<file path="src/rtl/uart_cmd_decoder.sv">
// uart_cmd_decoder: assembles 5-byte command frames (SYNC, ADDR, DATA_H,
// DATA_L, CHK) from the UART receiver byte stream and turns each frame with
// a good XOR checksum into a one-cycle register-write strobe. Bad checksums
// and inter-byte silence inside a frame are reported on o_err/o_err_code.
module uart_cmd_decoder #(
  parameter logic [7:0] SYNC_BYTE      = 8'hA5,
  parameter int         TIMEOUT_CYCLES = 100000,
  parameter int         TO_W           = 24
) (
  input  logic        i_clk,
  input  logic        i_rst_n,
  input  logic [7:0]  i_data,
  input  logic        i_valid_n,
  output logic        o_wr_en,
  output logic [7:0]  o_addr,
  output logic [15:0] o_wdata,
  output logic        o_err,
  output logic [1:0]  o_err_code,
  output logic        o_busy
);

  typedef enum logic [2:0] {S_IDLE, S_ADDR, S_DH, S_DL, S_CHK} state_e;

  // A zero timeout disables the watchdog entirely.
  localparam bit              TO_EN   = (TIMEOUT_CYCLES != 0);
  localparam logic [TO_W-1:0] TO_LAST = TO_EN ? TO_W'(TIMEOUT_CYCLES - 1) : '0;

  localparam logic [1:0] ERR_CHK = 2'b01;
  localparam logic [1:0] ERR_TO  = 2'b10;

  state_e          state_q, state_d;
  logic [7:0]      abuf_q, abuf_d;
  logic [7:0]      dh_q, dh_d;
  logic [7:0]      dl_q, dl_d;
  logic [TO_W-1:0] cnt_q, cnt_d;
  logic            wr_en_q, wr_en_d;
  logic [7:0]      addr_q, addr_d;
  logic [15:0]     wdata_q, wdata_d;
  logic            err_q, err_d;
  logic [1:0]      code_q, code_d;

  logic valid;
  assign valid = ~i_valid_n;

  // State and all registered outputs; synchronous active-low reset.
  always_ff @(posedge i_clk) begin
    if (!i_rst_n) begin
      state_q <= S_IDLE;
      abuf_q  <= '0;
      dh_q    <= '0;
      dl_q    <= '0;
      cnt_q   <= '0;
      wr_en_q <= 1'b0;
      addr_q  <= '0;
      wdata_q <= '0;
      err_q   <= 1'b0;
      code_q  <= '0;
    end else begin
      state_q <= state_d;
      abuf_q  <= abuf_d;
      dh_q    <= dh_d;
      dl_q    <= dl_d;
      cnt_q   <= cnt_d;
      wr_en_q <= wr_en_d;
      addr_q  <= addr_d;
      wdata_q <= wdata_d;
      err_q   <= err_d;
      code_q  <= code_d;
    end
  end

  // Next state: frame assembly, checksum, and inter-byte watchdog.
  always_comb begin
    state_d = state_q;
    abuf_d  = abuf_q;
    dh_d    = dh_q;
    dl_d    = dl_q;
    cnt_d   = cnt_q;
    wr_en_d = 1'b0;
    addr_d  = addr_q;
    wdata_d = wdata_q;
    err_d   = 1'b0;
    code_d  = code_q;

    case (state_q)
      S_IDLE: begin
        cnt_d = '0;
        if (valid && i_data == SYNC_BYTE) state_d = S_ADDR;
      end
      S_ADDR: if (valid) begin abuf_d = i_data; state_d = S_DH;  end
      S_DH:   if (valid) begin dh_d   = i_data; state_d = S_DL;  end
      S_DL:   if (valid) begin dl_d   = i_data; state_d = S_CHK; end
      S_CHK: begin
        if (valid) begin
          state_d = S_IDLE;
          if (i_data == (abuf_q ^ dh_q ^ dl_q)) begin
            wr_en_d = 1'b1;
            addr_d  = abuf_q;
            wdata_d = {dh_q, dl_q};
          end else begin
            err_d  = 1'b1;
            code_d = ERR_CHK;
          end
        end
      end
      default: state_d = S_IDLE;
    endcase

    // A byte on the firing cycle wins over the timeout.
    if (state_q != S_IDLE) begin
      if (valid) begin
        cnt_d = '0;
      end else if (TO_EN) begin
        if (cnt_q == TO_LAST) begin
          state_d = S_IDLE;
          err_d   = 1'b1;
          code_d  = ERR_TO;
          cnt_d   = '0;
        end else begin
          cnt_d = cnt_q + TO_W'(1);
        end
      end
    end
  end

  assign o_wr_en    = wr_en_q;
  assign o_addr     = addr_q;
  assign o_wdata    = wdata_q;
  assign o_err      = err_q;
  assign o_err_code = code_q;
  assign o_busy     = (state_q != S_IDLE);

endmodule

</file>
<file path="config.mk">
export PLATFORM = sky130hd
export DESIGN_NAME = uart_cmd_decoder
export DESIGN_NICKNAME = d
export VERILOG_FILES = /design/src/rtl/uart_cmd_decoder.sv
export SDC_FILE = /design/constraint.sdc
export NUM_CORES = 1
export LEC_CHECK = 0
export ABC_CLOCK_PERIOD_IN_PS = 2400
export BUFFER_PORTS_ARGS = -buffer_cell sky130_fd_sc_hd__buf_2
export CAP_MARGIN = 20
export CORE_MARGIN = 5
export CORE_UTILIZATION = 40
export CTS_CLUSTER_DIAMETER = 100
export DETAILED_ROUTE_END_ITERATION = 10
export GPL_TIMING_DRIVEN = 1
export HOLD_SLACK_MARGIN = 0.02
export PLACE_DENSITY = 0.59
export REMOVE_ABC_BUFFERS = 1
export SLEW_MARGIN = 40
export SYNTH_ARGS = -nofsm -noshare
export SYNTH_HDL_FRONTEND = slang
export SYNTH_SLANG_ARGS = --single-unit
</file>
<file path="constraint.sdc">
create_clock -name i_clk -period 2.4 [get_ports i_clk]
set_clock_uncertainty 0.15 [all_clocks]
set_input_delay 0.6 -clock i_clk [delete_from_list [all_inputs] [get_ports i_clk]]
set_output_delay 0.6 -clock i_clk [all_outputs]
set_load 0.01 [all_outputs]
</file>
== Word-level counts from Yosys, hierarchy flattened ==
Cells that the tools add are included.
Word-level totals
  bits in latches: 0
  memory bits (read-only): 0
  memories: 0
  word-level logic and storage cells: 58
  register bits: 79
  output and inout port bits: 29
  RAM bits: 0
Operators by class
  reductions and logical operators: 9
  bitwise logic cells: 5
  order comparisons: 0
  mux-type cells: 26
  equal/unequal tests: 7
  $mul: 0
  div/mod/pow operators: 0
  shifts and indexed selects: 0
  add/subtract/negate cells: 1
Operators by type and width (number)
  2-to-1 mux 24 bit: 4
  adder 24 x 1 -> 24 bit (second input constant): 1
  == test 24 x 17 -> 1 bit (second input constant): 1
  2-to-1 mux 3 bit: 8
  XOR 8 bit: 2
  case mux 3 bit (5 select lines): 1
  2-to-1 mux 2 bit: 6
  == test 8 bit: 1
  == test 8 bit (second input constant): 1
  2-to-1 mux 1 bit: 7
  == test 3 x 2 -> 1 bit (second input constant): 2
  AND reduction 2 bit: 3
  == test 3 x 1 -> 1 bit (second input constant): 1
  == test 3 bit (second input constant): 1
  zero test 3 bit: 1
  inverter 1 bit: 3
  AND reduction 3 bit: 1
  nonzero test 3 bit: 1
  OR reduction 3 bit: 1
  nonzero test 2 bit: 1
  logical AND 1 bit: 1

== Depth between registers and ports, before layout ==
  depth in word-level cells: 9
  gate-level depth with buffers: 7
  depth with buffers taken out: 5

== Worst setup path after synthesis ==
OpenSTA, ideal clock, no wires.
  path kind: input-to-reg
  from: in i_data[2]
  to: reg addr_q[4] (netlist: o_addr[4])
  setup slack: 0.334 ns
  setup time: 0.072 ns
  arrival time: 1.845 ns
  data required time: 2.178 ns
  stages on the path: 6
  cells stage by stage: xnor2_1 -> xnor2_2 -> nand4_2 -> nor3_4 -> buf_8 -> mux2i_1
Between the ends
  longest elaborated chain between the ends: 2
Ends and longest elaborated chain
  start: declaration: RTL line 12  | input logic [7:0] i_data,
  == test 8 bit: RTL line 96  | if (i_data == (abuf_q ^ dh_q ^ dl_q)) begin
  AND reduction 3 bit (no line)
  end signal: assignment: RTL line 65  | addr_q <= addr_d;
  end: declaration: RTL line 37  | logic [7:0] addr_q, addr_d;
Every way passes these cells.
A chain may end at the register's enable or synchronous reset.

== Final worst setup path ==
  from: reg state_q[1]
  to: out o_busy
Between the ends
  longest elaborated chain between the ends: 1
Ends and longest elaborated chain
  start: declaration: RTL line 31  | state_e state_q, state_d;
  start signal: assignment: RTL line 59  | state_q <= state_d;
  nonzero test 3 bit: RTL line 131  | assign o_busy = (state_q != S_IDLE);
  end: declaration: RTL line 19  | output logic o_busy
Every way passes these cells.

==> flow_summary.ini <==
[synthesis]
netlist_instances = 398
netlist_top_cells_count = nand2_1, dfxtp_1, xnor2_1
syn_area_per_cell_sq_um = 8.60
yosysMostFrequentCell = nand2_1
synthArstFlopShare_pct = 0
netlist_area_sq_um = 3420
synth_top_area_share_pct = 46.2
yosysSeqAreaShare_pct = 46.2
ys_ff_latch = 79
yosys.area.top_type = dfxtp_1
synth_area_leaders = dfxtp_1, nand2_1, xnor2_1, mux2i_1, a21oi_1
synth_warnings = 0
synth_ff_type = dfxtp_1
ys_types = 39
synth-edff-count = 0

[layout]
fin_nets = 452
drive_gt1_share_pct = 16.2
synthToLayoutAreaGrowth_pct = 15.5
stdcell_area_sq_um = 3950
antennaDiodeCount = 0

[clocking]
ctsRootBufferMaster = clkbuf_8
cts_setup_buffers = 0
cts.path.max_buffers = 2
cts_resized = 0
clock_latency_ns = 0.36
cts_tree = built
ctsHoldBuffers = 0
cts_inserted_buffers = 9
clock-sinks = 79
cts.clk_slew.worst_paths_ns = 0.08
cts_max_level = 3

[floorplanning]
dieArea_sq_um = 10500
initial_utilization_pct = 41.4
rows = 33
io-pin-count = 40
die_x_um = 102
core_area_sq_um = 8260
die_h_um = 102

[placed_design]
post_dp_cell_area_sq_um = 3750
pre_cts_ws_ns = 0.134
port_buffers = 39
dp_hpwl_um = 5010
gp_congestion = 0.798

[sta]
setup_slack_ns = 0.269
slew_violations = 0
finalHoldViolCount = 0
min_period_ns = 2.13
finalCritPeriodShare_pct = 88.8
fmax_mhz = 469
rsz0062_at_grt = no
setup-violations-final = 0
relSlewSlack_pct = 67.6
tightest_slew_ns = 0.486
whs_ns = 0.293

[grt]
grt_max_degree = 52
antenna_found_initial = 0
grt_pass1_wl_um = 12400
grt_pass1_vias = 2616
overflow = 0
track_usage_pct = 15.0

[setup_path]
critical_path_arrival_ns = 1.38
required_ns = 1.65
startpoint_type = flop
crit_fanout = 7
path_class = reg2out
cp-end-kind = primary output

[detailed_routing]
final_antenna_net_count = 0
detail_route.wl_per_cell_um = 13.1
drc = 0
drtPass1Iterations = 4
vias_per_cell = 4.91
wl_um = 7190
vias = 2701
drt_iter0_markers = 119

[min_path]
hold_path_class = reg2reg

[status]
outcome = finished, final reports clean

[run]
max-cap-violations = 0

[power_and_ir_drop]
power-per-cell-area_nw_per_um2 = 606
power_w = 0.00239
p_leak_nw = 1.37
ir_drop_mv = 0.343
layout make-up:
| class | instances | area, sq um |
|---|---|---|
| Timing Repair Buffer | 50 | 290 |
| Fill cell | 840 | 4310 |
| Clock buffer | 9 | 124 |
| Clock inverter | 7 | 80.1 |
| Tap cell | 105 | 131 |
| Sequential cell | 79 | 1580 |
| Multi-Input combinational cell | 294 | 1720 |
| Inverter | 6 | 22.5 |
sequential cells by signal, summed over array words and instances (netlist names), 2 cells and up:
register / flops
dh_q: 8
o_addr: 8
o_wdata: 16
state_q: 3
dl_q: 8
abuf_q: 8
o_err_code: 2
cnt_q: 24
worst paths after layout:
path	endpoint	depth (start not counted)	slack, ns	startpoint
worst max-delay path	o_busy	2	0.27	state_q[1]
worst min-delay path	cnt_q[0]	1	0.29	cnt_q[0]
worst max register to register	o_wdata[13]	6	0.53	dh_q[4]
worst min register to register	cnt_q[0]	1	0.29	cnt_q[0]
stage by stage:
step	setup TNS (ns)	std cells	util, %
finish	0	550	47.8
global route	0	550	47.8
CTS	0	550	47.8
detailed placement	0	534	45.4
global placement	0	534	45.4
floorplan	-2.38	379	-
layout by cell type (no fill, tap or decap), drive strengths merged, types with 3 or more instances in the layout:
cell type and n:
a21oi 25, and3 4, and4 3, buf 50, clkbuf 9, dfxtp 79
inv 9, mux2i 24, nand2 104, nand3 10, nand4 6, nor2 32
nor3 11, nor4 4, or3 3, xnor2 39, xor2 8
routing by layer:
| metal | up-vias | routed length (um) | share of wire (%) | global-route usage, % |
|---|---|---|---|---|
| met4 | 0 | 86 | 1.2 | 4.84 |
| li1 | 1398 | - | - | - |
| met3 | 12 | 349 | 4.9 | 4.40 |
| met5 | - | 0 | 0 | 0 |
| met2 | 46 | 3470 | 48 | 25.2 |
| met1 | 1245 | 3280 | 46 | 18.4 |
kinds of logic (layout without fill, tap and decap cells):
family | after synthesis | count (layout) | synth area share, %
AO/OA/AOI/OAI | 33 | 33 | 5.48
XOR/XNOR | 47 | 47 | 12.2
flip-flops | 79 | 79 | 46.2
buffers and inverters | 25 | 72 | 3.47
adder cells (fa/ha/maj) | 1 | 1 | 0.366
AND/OR/NAND/NOR | 189 | 189 | 25.2
multiplexers | 24 | 24 | 7.02
power breakdown:
| part | switching [W] | leakage (nW) | internal, W | total, W |
|---|---|---|---|---|
| clock | 0.000525 | 0.102 | 0.000495 | 0.00102 |
| sequential | 0.000000267 | 0.636 | 0.00131 | 0.00131 |
| combinational | 0.0000439 | 0.631 | 0.0000210 | 0.0000649 |
critical path, cell delays in order (launching register included):
cell and delay, ns:
dfxtp_1 0.38, or3_1 0.48, buf_2 0.18
Note: power is estimated with default switching activity, not from simulation.
